$ cat config.mk
export PLATFORM = sky130hd
export DESIGN_NAME = multimode_counter
export DESIGN_NICKNAME = d
export VERILOG_FILES = /design/src/rtl/multimode_counter_pkg.sv /design/src/rtl/multimode_counter_johnson_step.sv /design/src/rtl/multimode_counter.sv
export SDC_FILE = /design/constraint.sdc
export NUM_CORES = 1
export LEC_CHECK = 0
export ABC_CLOCK_PERIOD_IN_PS = 7450
export CAP_MARGIN = 15
export CORE_MARGIN = 2
export CORE_UTILIZATION = 34
export CTS_CLUSTER_DIAMETER = 60
export CTS_CLUSTER_SIZE = 10
export DETAILED_ROUTE_END_ITERATION = 6
export HOLD_SLACK_MARGIN = 0.08
export PLACE_DENSITY = 0.59
export SLEW_MARGIN = 20
export SYNTH_ARGS = -nofsm -noshare
export SYNTH_HDL_FRONTEND = slang
export SYNTH_SLANG_ARGS = --single-unit
export TNS_END_PERCENT = 20
$ cat constraint.sdc
create_clock -name clock -period 7.45 [get_ports clock]
set_input_delay 2.235 -clock clock [delete_from_list [all_inputs] [get_ports clock]]
set_output_delay 2.235 -clock clock [all_outputs]
set_load 0.01 [all_outputs]
$ cat src/rtl/multimode_counter_pkg.sv
// Shared mode encodings and the Johnson code-validity check for multimode_counter.
package multimode_counter_pkg;

  typedef enum logic [1:0] {
    MODE_UP   = 2'b00,
    MODE_DOWN = 2'b01,
    MODE_JOHN = 2'b10,
    MODE_PING = 2'b11
  } mode_e;

  localparam int MAX_W = 32;

  // A Johnson code has at most one transition between adjacent bits,
  // which covers both 1..10..0 and 0..01..1 forms (all-zero and all-one included).
  function automatic logic is_johnson(input logic [MAX_W-1:0] code, input int width);
    int n;
    n = 0;
    for (int i = 0; i < MAX_W - 1; i++) begin
      if ((i < width - 1) && (code[i] != code[i+1])) n++;
    end
    return (n <= 1);
  endfunction

endpackage

$ cat src/rtl/multimode_counter_johnson_step.sv
// Combinational Johnson next-state: shift right with inverted LSB fed back into the MSB.
module johnson_step
  import multimode_counter_pkg::*;
#(
  parameter int WIDTH = 4
) (
  input  logic [WIDTH-1:0] count,
  output logic [WIDTH-1:0] next,
  output logic             valid,
  output logic             wraps
);

  always_comb begin
    valid = is_johnson(MAX_W'(count), WIDTH);
    next  = valid ? {~count[0], count[WIDTH-1:1]} : '0;
    wraps = valid && (count == WIDTH'(1));
  end

endmodule

$ cat src/rtl/multimode_counter.sv
// Run-time selectable up/down/Johnson/ping-pong counter with load, enable and wrap/illegal pulses.
module multimode_counter
  import multimode_counter_pkg::*;
#(
  parameter int WIDTH = 4
) (
  input  logic             clock,
  input  logic             reset,
  input  logic             enable,
  input  logic [1:0]       mode,
  input  logic [WIDTH-1:0] limit,
  input  logic             load,
  input  logic [WIDTH-1:0] load_value,
  output logic [WIDTH-1:0] count,
  output logic             dir,
  output logic             wrap,
  output logic             illegal
);

  mode_e            mode_q, mode_d;
  logic [WIDTH-1:0] count_q, count_d;
  logic             dir_q, dir_d;
  logic             wrap_q, wrap_d;
  logic             illegal_q, illegal_d;

  logic [WIDTH-1:0] john_next;
  logic             john_valid;
  logic             john_wraps;
  logic [WIDTH:0]   up_wide;
  logic [WIDTH-1:0] dec;

  johnson_step #(.WIDTH(WIDTH)) u_john (
    .count (count_q),
    .next  (john_next),
    .valid (john_valid),
    .wraps (john_wraps)
  );

  // Widened increment so the ping-pong compare cannot alias when count+1 overflows.
  assign up_wide = {1'b0, count_q} + (WIDTH+1)'(1);
  assign dec     = count_q - WIDTH'(1);

  always_comb begin
    mode_d    = mode_q;
    count_d   = count_q;
    dir_d     = dir_q;
    wrap_d    = 1'b0;
    illegal_d = 1'b0;
    if (load) begin
      count_d = load_value;
      dir_d   = 1'b0;
      mode_d  = mode_e'(mode);
    end else if (mode != mode_q) begin
      count_d = '0;
      dir_d   = 1'b0;
      mode_d  = mode_e'(mode);
    end else if (enable) begin
      if (mode_q != MODE_JOHN && limit == '0) begin
        count_d = '0;
        dir_d   = 1'b0;
        wrap_d  = 1'b1;
      end else begin
        case (mode_q)
          MODE_UP: begin
            if (count_q >= limit) begin
              count_d = '0;
              wrap_d  = 1'b1;
            end else begin
              count_d = up_wide[WIDTH-1:0];
            end
          end
          MODE_DOWN: begin
            if (count_q == '0 || count_q > limit) begin
              count_d = limit;
              wrap_d  = (count_q == '0);
            end else begin
              count_d = dec;
            end
          end
          MODE_JOHN: begin
            count_d   = john_next;
            wrap_d    = john_wraps;
            illegal_d = ~john_valid;
          end
          default: begin
            if (!dir_q) begin
              if (up_wide >= {1'b0, limit}) begin
                count_d = limit;
                dir_d   = 1'b1;
              end else begin
                count_d = up_wide[WIDTH-1:0];
              end
            end else if (count_q > limit) begin
              count_d = limit;
            end else begin
              count_d = dec;
              if (dec == '0) begin
                dir_d  = 1'b0;
                wrap_d = 1'b1;
              end
            end
          end
        endcase
      end
    end
  end

  always_ff @(posedge clock) begin
    if (reset) begin
      mode_q    <= MODE_UP;
      count_q   <= '0;
      dir_q     <= 1'b0;
      wrap_q    <= 1'b0;
      illegal_q <= 1'b0;
    end else begin
      mode_q    <= mode_d;
      count_q   <= count_d;
      dir_q     <= dir_d;
      wrap_q    <= wrap_d;
      illegal_q <= illegal_d;
    end
  end

  assign count   = count_q;
  assign dir     = dir_q;
  assign wrap    = wrap_q;
  assign illegal = illegal_q;

endmodule

==> metrics.md <==
| Metric | Value |
|---|---|
| Die Width | `a little over 60 µm` |
| Quantity of I/O buffers inserted on ports | `20` |
| Post-cts sizing count | `0` |
| Clock network latency to the later pin of the worst-skew pair | `about 0.27 ns` |
| Depth of the CTS H-tree | `1` |
| Worst ir drop on vdd | `roughly 37 µV` |
| Tightest Pin Transition | `~0.77 ns` |
| Number of enable flip-flop cells after synthesis | `0` |
| Initial standard-cell utilization of the core | `between 30% and 40%` |
| Total CTS buffers | `3` |
| Minimum hold slack | `just under 0.7 ns` |
| Share of post-route cells with drive strength above 1 | `under 10%` |
| Sum of negative setup slack | `0 ns` |
| Average cell area after synthesis | `between 7 and 8 µm²` |
| Clock tree from TritonCTS | `built` |
| Max Slew Vio Count | `0` |
| Most frequently used cell type in the post-synthesis netlist | `sky130_fd_sc_hd__ha_1` |
| Clock slew at the register clock pins of the worst setup and hold paths | `0.07 ns` |
| DP Wirelength | `roughly 2.5 mm` |
| Total length of routed wires | `roughly 3.1 mm` |
| WS Path Type | `input port to flip-flop` |
| # rows | `20` |
| Top-area cell type share of the netlist area | `around a fifth` |
| Dominant combinational cell family by area after synthesis | `compound AO/OA/AOI/OAI gates` |
| Post-route cell area | `~0.0014 mm²` |
| First-pass detailed-route iteration total | `4` |
| TritonCTS Sinks | `9` |
| First-iteration detailed-routing DRC count | `44` |
| Cells after Synth | `140` |
| Overall die height | `60.8 µm` |
| Count of final setup violators | `0` |
| Unique cell type count in the Yosys netlist | `between 40 and 50` |
| Compound-Gate Fraction of Synth Area | `29.3%` |
| Share of the clock period used by the worst path after layout | `61.8%` |
| I/O pins | `21` |
| Simple-Gate Fraction of Synth Area | `roughly 22%` |
| Via count of the first global-routing pass | `1124` |
| Arrival time reported for the critical path endpoint | `4.75 ns` |
| Required time worst endpoint | `approximately 7.6 ns` |
| Worst hold-check path type | `flip-flop to flip-flop` |
| Proportion of synthesized chip area in sequential cells | `16.4%` |
| CTS Buffer Depth | `2` |
| Maximum clock rate | `approximately 220 MHz` |
| Final global-route overflow total | `0` |
| Maximum fanout count along the critical path | `8` |
| Share of synthesized area spent on multiplexers | `under 10%` |
| XOR/XNOR Fraction of Synth Area | `4.79%` |
| Count of synthesis-stage warnings from yosys | `0` |
| Adder and majority gate portion of the synthesized area | `about 19%` |
| Total vias in the final route | `1173` |
| Skew final | `between 0.003 and 0.004 ns` |
| Flops & latches, synth | `9` |
| Area leader, netlist | `sky130_fd_sc_hd__ha_1` |
| Hold bufs inserted after CTS | `0` |
| Number of nets in the synthesized netlist | `roughly 170` |
| Placeable Area | `0.00305 mm²` |
| Area after detailed placement | `0.00134 mm²` |
| Crit start category | `input port` |
| Synth top cells by count | `sky130_fd_sc_hd__ha_1 (17), sky130_fd_sc_hd__nand2_1 (16), sky130_fd_sc_hd__a21oi_1 (13), sky130_fd_sc_hd__inv_1 (11), sky130_fd_sc_hd__nor2_1 (10)` |
| Power density cells | `~120 mW/mm²` |
| ANT nets after route | `0` |
| Unrepaired setup endpoints after global routing | `no` |
| Wire length of the first global-routing pass | `5.18 mm` |
| Global placer's final weighted congestion | `0.859` |
| Final min period | `between 4 and 5 ns` |
| Synth async-reset ratio | `0%` |
| Maximum number of pins on one net before global-route repair | `12` |
| Via-to-Cell Ratio | `5.69` |
| Run status | `finished, final reports clean` |
| Layout overhead on the synthesized area | `24.3%` |
| Leak | `0.541 nW` |
| Area enclosed by the die boundary | `~0.0037 mm²` |
| Largest cells by area after synthesis | `sky130_fd_sc_hd__ha_1 (19%), sky130_fd_sc_hd__dfxtp_1 (16%), sky130_fd_sc_hd__a21oi_1 (5.9%)` |
| Routed length per placed instance | `roughly 15 µm` |
| Total routing usage reported by global routing | `between 10% and 20%` |
| Predominant post-synthesis flop cell | `sky130_fd_sc_hd__dfxtp_1` |
| Fin. Hold Viols | `0` |
| DRC violation count after routing | `0` |
| Worst Setup End Kind | `flip-flop` |
| Final Net Count | `194` |
| Normalized max-slew margin | `48.5%` |
| Setup Fix Bufs, Post-CTS | `0` |
| Clock tree root buffer cell | `sky130_fd_sc_hd__clkbuf_4` |
| Antenna cell count | `0` |
| Initial antenna violation count | `0` |
| Max-cap violations | `0` |
| Post-synthesis instance area | `around 0.0011 mm²` |
## kinds of logic after synthesis
kind of cell,after synthesis
DFF,9
adders and majority gates,17
buffers and inverters,13
xor gates and xnor gates,6
muxes,3
AOI/OAI and AO/OA,47
and+or+nand+nor,45
## area by class of cell
class | count | area [µm²]
Fill cell | 320 | 1690
Clock buffer | 4 | 26.3
Multi-Input combinational cell | 118 | 860
Timing Repair Buffer | 20 | 200
Sequential cell | 9 | 180
Tap cell | 44 | 55.1
Inverter | 11 | 41.3
## registers in the layout (all words and copies together) (netlist names)
| signal | cells |
|---|---|
| count | 4 |
| mode_q | 2 |
| dir | 1 |
| illegal | 1 |
| wrap | 1 |
## worst paths after layout
kind | start | to | slack (ns) | cells past startpoint
worst max-delay path | limit[2] | count[2] | 2.85 | 9
worst max register to register | count[0] | count[2] | 4.31 | 9
worst min-delay path | mode_q[0] | illegal | 0.69 | 1
worst min register to register | mode_q[0] | illegal | 0.69 | 1
## where the power goes
part / switching [mW] / internal [mW]
Combinational: 0.0366 / 0.0306
Clock: 0.0191 / 0.0208
Sequential: 0.00535 / 0.0500
## routing by layer
| metal | part of all wire [%] | routed length (µm) | global-route usage (%) |
|---|---|---|---|
| met3 | 6.0 | 189 | 2.56 |
| met5 | 0 | 0 | 0 |
| met1 | 44 | 1390 | 24.5 |
| met4 | 0 | 0 | 3.73 |
| met2 | 50 | 1560 | 32.3 |
## cell usage in the layout (no fill, tap or decap), types with 2 or more instances in the layout
cell type and count:
sky130_fd_sc_hd__clkbuf_4 3, sky130_fd_sc_hd__xor2_1 3, sky130_fd_sc_hd__dfxtp_1 9, sky130_fd_sc_hd__clkdlybuf4s50_1 20, sky130_fd_sc_hd__a21oi_1 13, sky130_fd_sc_hd__o22ai_1 2
sky130_fd_sc_hd__inv_1 11, sky130_fd_sc_hd__nor2b_1 4, sky130_fd_sc_hd__o211ai_1 3, sky130_fd_sc_hd__o21ai_0 5, sky130_fd_sc_hd__a31oi_1 3, sky130_fd_sc_hd__nor2_1 10
sky130_fd_sc_hd__a211oi_1 2, sky130_fd_sc_hd__mux2i_1 3, sky130_fd_sc_hd__ha_1 17, sky130_fd_sc_hd__nor4_1 2, sky130_fd_sc_hd__a22oi_1 4, sky130_fd_sc_hd__a41oi_1 2
sky130_fd_sc_hd__a211o_1 2, sky130_fd_sc_hd__xnor2_1 3, sky130_fd_sc_hd__nand2_1 16
## through the flow
stage	setup WS, ns	power, mW	util, %	instances
after floorplan	3.43	0.0991	-	140
after global placement	2.73	0.122	43.8	202
after detailed placement	2.55	0.123	43.8	202
after CTS	2.86	0.163	44.6	206
after global routing	2.55	0.173	44.6	206
final	2.85	0.162	44.6	206
## worst max-delay path, stage by stage
cell,delay (ns)
sky130_fd_sc_hd__clkdlybuf4s50_1,0.51
sky130_fd_sc_hd__inv_1,0.11
sky130_fd_sc_hd__ha_1,0.32
sky130_fd_sc_hd__a21oi_1,0.15
sky130_fd_sc_hd__o21ai_0,0.11
sky130_fd_sc_hd__a221oi_1,0.68
sky130_fd_sc_hd__nor2_1,0.08
sky130_fd_sc_hd__a2111oi_0,0.40
sky130_fd_sc_hd__o22ai_1,0.15
Note: power is estimated with default switching activity, not from simulation.
